--- src/rtl/idexe_stage_reg_pkg.sv ---
// Shared ID/EXE pipeline definitions: default widths, ALU op codes, stage bundle.
package idexe_stage_reg_pkg;

  localparam int DATA_W_DEF = 32;
  localparam int REG_AW_DEF = 5;
  localparam int ALUC_W_DEF = 4;

  // ALU control codes driven by the decode control unit
  localparam logic [ALUC_W_DEF-1:0] ALU_ADD = 4'h0;
  localparam logic [ALUC_W_DEF-1:0] ALU_AND = 4'h1;
  localparam logic [ALUC_W_DEF-1:0] ALU_XOR = 4'h2;
  localparam logic [ALUC_W_DEF-1:0] ALU_SLL = 4'h3;
  localparam logic [ALUC_W_DEF-1:0] ALU_SUB = 4'h4;
  localparam logic [ALUC_W_DEF-1:0] ALU_OR  = 4'h5;
  localparam logic [ALUC_W_DEF-1:0] ALU_LUI = 4'h6;
  localparam logic [ALUC_W_DEF-1:0] ALU_SRL = 4'h7;
  localparam logic [ALUC_W_DEF-1:0] ALU_SRA = 4'hf;

  // ID/EXE bundle at default widths; control bits sit in the MSBs
  typedef struct packed {
    logic                  wreg;
    logic                  m2reg;
    logic                  wmem;
    logic                  aluimm;
    logic [ALUC_W_DEF-1:0] aluc;
    logic [REG_AW_DEF-1:0] dest_reg;
    logic [DATA_W_DEF-1:0] qa;
    logic [DATA_W_DEF-1:0] qb;
    logic [DATA_W_DEF-1:0] imm32;
  } idexe_bundle_t;

  // Packed width of a bundle for arbitrary field widths
  function automatic int bundle_w(int data_w, int reg_aw, int aluc_w);
    return 4 + aluc_w + reg_aw + 3 * data_w;
  endfunction

endpackage

--- src/rtl/idexe_stage_reg_skid_buf.sv ---
// Generic one-entry valid/ready stage on a packed vector, optional skid entry.
// Flush drops everything held plus the same-cycle input; data registers hold.
module pipe_skid_buf #(
  parameter int W    = 8,
  parameter int SKID = 1
)(
  input  logic         clk,
  input  logic         clrn,
  input  logic         flush,
  input  logic         in_valid,
  output logic         in_ready,
  input  logic [W-1:0] in_data,
  output logic         out_valid,
  input  logic         out_ready,
  output logic [W-1:0] out_data
);

  logic in_acc, slot_free;

  assign in_acc    = in_valid && in_ready;
  assign slot_free = !out_valid || out_ready;

  generate
    if (SKID != 0) begin : g_skid
      logic         skid_valid;
      logic [W-1:0] skid_data;

      // ready comes straight from a flop so stalls never form a comb path upstream
      assign in_ready = !skid_valid;

      // output slot refills from skid first, so order is kept
      always_ff @(posedge clk or negedge clrn) begin
        if (!clrn) begin
          out_valid  <= 1'b0;
          out_data   <= '0;
          skid_valid <= 1'b0;
          skid_data  <= '0;
        end else if (flush) begin
          out_valid  <= 1'b0;
          skid_valid <= 1'b0;
        end else if (slot_free) begin
          if (skid_valid) begin
            out_data   <= skid_data;
            out_valid  <= 1'b1;
            skid_valid <= 1'b0;
          end else if (in_acc) begin
            out_data  <= in_data;
            out_valid <= 1'b1;
          end else begin
            out_valid <= 1'b0;
          end
        end else if (in_acc) begin
          skid_data  <= in_data;
          skid_valid <= 1'b1;
        end
      end
    end else begin : g_noskid
      logic out_acc;

      assign out_acc  = out_valid && out_ready;
      assign in_ready = slot_free;

      // single slot: load on accept, empty on drain without refill
      always_ff @(posedge clk or negedge clrn) begin
        if (!clrn) begin
          out_valid <= 1'b0;
          out_data  <= '0;
        end else if (flush) begin
          out_valid <= 1'b0;
        end else if (in_acc) begin
          out_data  <= in_data;
          out_valid <= 1'b1;
        end else if (out_acc) begin
          out_valid <= 1'b0;
        end
      end
    end
  endgenerate

endmodule

--- src/rtl/idexe_stage_reg.sv ---
// ID/EXE pipeline register: handshake stage, flush bubbles, saturating stall counter.
module idexe_stage_reg
  import idexe_stage_reg_pkg::*;
#(
  parameter int DATA_W = DATA_W_DEF,
  parameter int REG_AW = REG_AW_DEF,
  parameter int ALUC_W = ALUC_W_DEF,
  parameter int SKID   = 1,
  parameter int CNT_W  = 16
)(
  input  logic              clk,
  input  logic              clrn,
  input  logic              flush,
  input  logic              in_valid,
  output logic              in_ready,
  input  logic              wreg,
  input  logic              m2reg,
  input  logic              wmem,
  input  logic              aluimm,
  input  logic [ALUC_W-1:0] aluc,
  input  logic [REG_AW-1:0] destReg,
  input  logic [DATA_W-1:0] qa,
  input  logic [DATA_W-1:0] qb,
  input  logic [DATA_W-1:0] imm32,
  output logic              out_valid,
  input  logic              out_ready,
  output logic              ewreg,
  output logic              em2reg,
  output logic              ewmem,
  output logic              ealuimm,
  output logic [ALUC_W-1:0] ealuc,
  output logic [REG_AW-1:0] edestReg,
  output logic [DATA_W-1:0] eqa,
  output logic [DATA_W-1:0] eqb,
  output logic [DATA_W-1:0] eimm32,
  output logic [CNT_W-1:0]  stall_cnt
);

  // same layout as idexe_bundle_t, resized to this instance's widths
  typedef struct packed {
    logic              wreg;
    logic              m2reg;
    logic              wmem;
    logic              aluimm;
    logic [ALUC_W-1:0] aluc;
    logic [REG_AW-1:0] dest_reg;
    logic [DATA_W-1:0] qa;
    logic [DATA_W-1:0] qb;
    logic [DATA_W-1:0] imm32;
  } bundle_t;

  localparam int              BW      = bundle_w(DATA_W, REG_AW, ALUC_W);
  localparam logic [CNT_W-1:0] CNT_MAX = '1;

  bundle_t in_b, out_b;
  logic    vld;

  assign in_b = {wreg, m2reg, wmem, aluimm, aluc, destReg, qa, qb, imm32};

  pipe_skid_buf #(.W(BW), .SKID(SKID)) u_buf (
    .clk       (clk),
    .clrn      (clrn),
    .flush     (flush),
    .in_valid  (in_valid),
    .in_ready  (in_ready),
    .in_data   (in_b),
    .out_valid (vld),
    .out_ready (out_ready),
    .out_data  (out_b)
  );

  // Side-effect bits are gated by valid: a bubble (drain or flush) can never
  // write the register file or memory, while the operand fields just hold.
  assign out_valid = vld;
  assign ewreg     = out_b.wreg  & vld;
  assign em2reg    = out_b.m2reg & vld;
  assign ewmem     = out_b.wmem  & vld;
  assign ealuimm   = out_b.aluimm;
  assign ealuc     = out_b.aluc;
  assign edestReg  = out_b.dest_reg;
  assign eqa       = out_b.qa;
  assign eqb       = out_b.qb;
  assign eimm32    = out_b.imm32;

  // count edges where EXE refuses a valid instruction; saturates, reset-only clear
  always_ff @(posedge clk or negedge clrn) begin
    if (!clrn)
      stall_cnt <= '0;
    else if (vld && !out_ready && !flush && stall_cnt != CNT_MAX)
      stall_cnt <= stall_cnt + CNT_W'(1);
  end

endmodule

--- config.mk ---
export PLATFORM = sky130hd
export DESIGN_NAME = idexe_stage_reg
export DESIGN_NICKNAME = d
export VERILOG_FILES = /design/src/rtl/idexe_stage_reg_pkg.sv /design/src/rtl/idexe_stage_reg_skid_buf.sv /design/src/rtl/idexe_stage_reg.sv
export SDC_FILE = /design/constraint.sdc
export NUM_CORES = 1
export LEC_CHECK = 0
export CAP_MARGIN = 20
export CELL_PAD_IN_SITES_DETAIL_PLACEMENT = 1
export CELL_PAD_IN_SITES_GLOBAL_PLACEMENT = 2
export CORE_MARGIN = 5
export CORE_UTILIZATION = 33
export DETAILED_ROUTE_END_ITERATION = 8
export GPL_ROUTABILITY_DRIVEN = 1
export PLACE_DENSITY_LB_ADDON = 0.1
export SLEW_MARGIN = 30
export SYNTH_ARGS = -nofsm -noshare
export SYNTH_HDL_FRONTEND = slang
export SYNTH_SLANG_ARGS = --single-unit
--- constraint.sdc ---
create_clock -name clk -period 1.8 [get_ports clk]
set_input_delay 0.36 -clock clk [delete_from_list [all_inputs] [get_ports clk]]
set_output_delay 0.36 -clock clk [all_outputs]
set_load 0.05 [all_outputs]
==> results.sh <==
export IMPL_crit_required_ns=1.44
export IMPL_synth_largest_area_cell="dfrtp_1"
export IMPL_grt_usage_pct=14.5
export IMPL_power_total_uw=17100
export IMPL_synth_avg_cell_area_um2=12.0
export IMPL_grt_pass1_vias=7510
export IMPL_ios=241
export IMPL_grt_max_degree=93
export IMPL_wl_per_cell_um=18.0
export IMPL_maxCapViolCount=0
export IMPL_core_um2=31700
export IMPL_yosys_warnings=0
export IMPL_hold_violations=0
export IMPL_synthMuxAreaShare_pct=21.9
export IMPL_cts_setup_buffers=0
export IMPL_design_area_um2=13700
export IMPL_fin_crit_sh_pct=95.8
export IMPL_slew_headroom_pct=52.0
export IMPL_rsz0062_at_grt="false"
export IMPL_synth_area_leaders="dfrtp_1 55%, mux2_2 12%, mux2i_1 10%"
export IMPL_setup_worst_path_start_class="flip-flop"
export IMPL_p_leak_uw=0.00582
export IMPL_yosys_cell_types_count=32
export IMPL_synthCells=890
export IMPL_crit_type="flip-flop to primary output"
export IMPL_initial_core_util_pct=33.6
export IMPL_syn_area_um2=10700
export IMPL_synthTopCellsByCount="236 x dfrtp_1, 113 x nor2_1, 109 x a21oi_1, 109 x mux2_2, 109 x mux2i_1"
export IMPL_crit_start="u_buf.g_skid.skid_valid$_DFFE_PN0P_"
export IMPL_overflow=0
export IMPL_worst_pin_slew_ns=0.720
export IMPL_synth_ff_type="dfrtp_1"
export IMPL_gp_congestion=0.702
export IMPL_worst_hold_path_type="primary input to async pin"
export IMPL_ant_nets=0
export IMPL_irDropWorstVdd_mv=0.604
export IMPL_yosys_area_share_xor_xnor_pct=1.15
export IMPL_crit_fanout=4
export IMPL_wl_mm=26.5
export IMPL_holdWs_ns=0.336
export IMPL_clk_pin_slew_worst_paths_ns=0.06
export IMPL_die_area_um2=36000
export IMPL_place_area_um2=12800
export IMPL_grt_first_pass_wirelength_mm=42.5
export IMPL_antenna_found_initial=5
export IMPL_arrival_ns=1.36
export IMPL_num_rows=65
export IMPL_yosysMostFrequentCell="dfrtp_1"
export IMPL_h_tree_depth=1
export IMPL_tns_ns=0
export IMPL_die_h_um=190
export IMPL_synth_fp_nets=1005
export IMPL_drive_above_1_share_pct=31.8
export IMPL_first_pass_iters=4
export IMPL_cts_root_buf="clkbuf_16"
export IMPL_clockBufferDepth=3
export IMPL_num_vias=6991
export IMPL_die_x_um=190
export IMPL_synth_compound_area_share_pct=5.33
export IMPL_setup_violations=0
export IMPL_syn_to_final_growth_pct=28.4
export IMPL_cts_sinks=236
export IMPL_fin_nets=1164
export IMPL_maxSlewViolCount=0
export IMPL_numCtsBuffers=29
export IMPL_status="complete, no violations"
export IMPL_via_per_inst=4.75
export IMPL_max_freq_mhz=580
export IMPL_cts_tree="done"
export IMPL_p_per_area_nw_per_um2=1250
export IMPL_synthArstFlopShare_pct=100
export IMPL_crit_path_end_kind="primary output"
export IMPL_ys_seq_area_share_pct=55.3
export IMPL_synth_top_family_by_area="multiplexers"
export IMPL_synth_top_area_share_pct=55.3
export IMPL_skew_ns=0.00819
export IMPL_synthSimpleGateAreaFrac_pct=6.48
export IMPL_drt_iter0_drc=212
export IMPL_min_period_ns=1.72
export IMPL_io_buffer_count=240
export IMPL_dpl_hpwl_mm=18.4
export IMPL_drc=0
export IMPL_ys_seq_elements=236
export IMPL_clock_latency_ns=0.52
export IMPL_worstReg2RegStart="stall_cnt[0]$_DFFE_PN0P_"
export IMPL_synth_fa_ha_area_share_pct=0.117
export IMPL_final_util_pct=43.2
export IMPL_synth_edf_count=0
-- state kept, by name (all words and copies together), names as in the netlist --
signal                   count
u_buf.g_skid.skid_data     109
u_buf.g_skid.skid_valid      1
stall_cnt                   16
u_buf.out_valid              1
u_buf.out_data             109
-- logic make-up (layout without fill, tap and decap cells) --
group                    Yosys count  in the layout
flip-flops                       236            236
AO/OA/AOI/OAI                    113            113
other                              0              2
multiplexers                     219            219
buffers and inverters            154            331
XOR/XNOR                          14             14
adder cells (fa/ha/maj)            1              1
AND/OR/NAND/NOR                  153            153
-- report_power, final --
group	switching, uW	internal [uW]	total [uW]	leakage [uW]
registers	618	6440	7060	0.00275
clock network	2160	3480	5630	0.000460
logic	2690	1740	4420	0.00261
-- through the flow --
stage	worst slack, ns	cells
5_1_grt	0.0111	1470
3_5_place_dp	-0.371	1419
6_report	0.0762	1471
4_1_cts	0.0278	1469
3_3_place_gp	-0.353	1419
2_1_floorplan	-0.0530	890
-- what timing repair did --
item | CTS | global route
setup endpoints to repair | 0 | 1
hold buffers | 1 | 0
hold endpoints to repair | 41 | 0
gates resized for setup | 0 | 1
-- final cells by class --
type / instances / area, um^2
Sequential cell: 236 / 5920
Antenna cell: 2 / 5.00
Clock inverter: 3 / 40.0
Multi-Input combinational cell: 500 / 3750
Timing Repair Buffer: 281 / 2590
Fill cell: 3347 / 18000
Clock buffer: 46 / 890
Inverter: 1 / 3.75
Tap cell: 402 / 503
-- routing by layer --
layer	global-route usage, %	vias up	routed length, um
li1	-	3273	-
met1	19.1	3502	11700
met2	23.1	167	12300
met3	5.25	43	2060
met4	3.01	6	465
met5	0	-	34
-- critical path, cell delays in order (launching register included) --
cell	delay (ns)
dfrtp_4	0.50
inv_1	0.12
buf_4	0.23
-- cell usage in the layout, fill, tap and decap left out, types with 2 or more instances in the layout --
master,instances
buf_12,15
a21oi_1,109
clkbuf_8,10
nor3_1,5
and4_1,2
mux2i_1,109
and3_1,2
xor2_1,13
nor2_1,113
dfrtp_2,11
o21ai_0,3
clkbuf_16,29
nand2_1,7
dfrtp_1,224
clkdlybuf4s50_1,112
clkbuf_1,7
nand4_1,5
nor4_1,3
clkinv_2,2
diode_2,2
buf_4,152
mux2_2,109
and2_1,4
-- worst paths after layout --
check	cells past startpoint	slack (ns)	to
worst min-delay path	2	0.34	stall_cnt[13]$_DFFE_PN0P_
min in group clk	2	0.47	u_buf.g_skid.skid_data[98]$_DFFE_PN0P_
worst max register to register	6	0.15	stall_cnt[15]$_DFFE_PN0P_
worst min register to register	1	0.50	u_buf.g_skid.skid_data[39]$_DFFE_PN0P_
worst max-delay path	2	0.08	in_ready
max in group asynchronous	3	0.82	u_buf.out_data[62]$_DFFE_PN0P_
No activity file was read; power rests on OpenSTA's default activity.
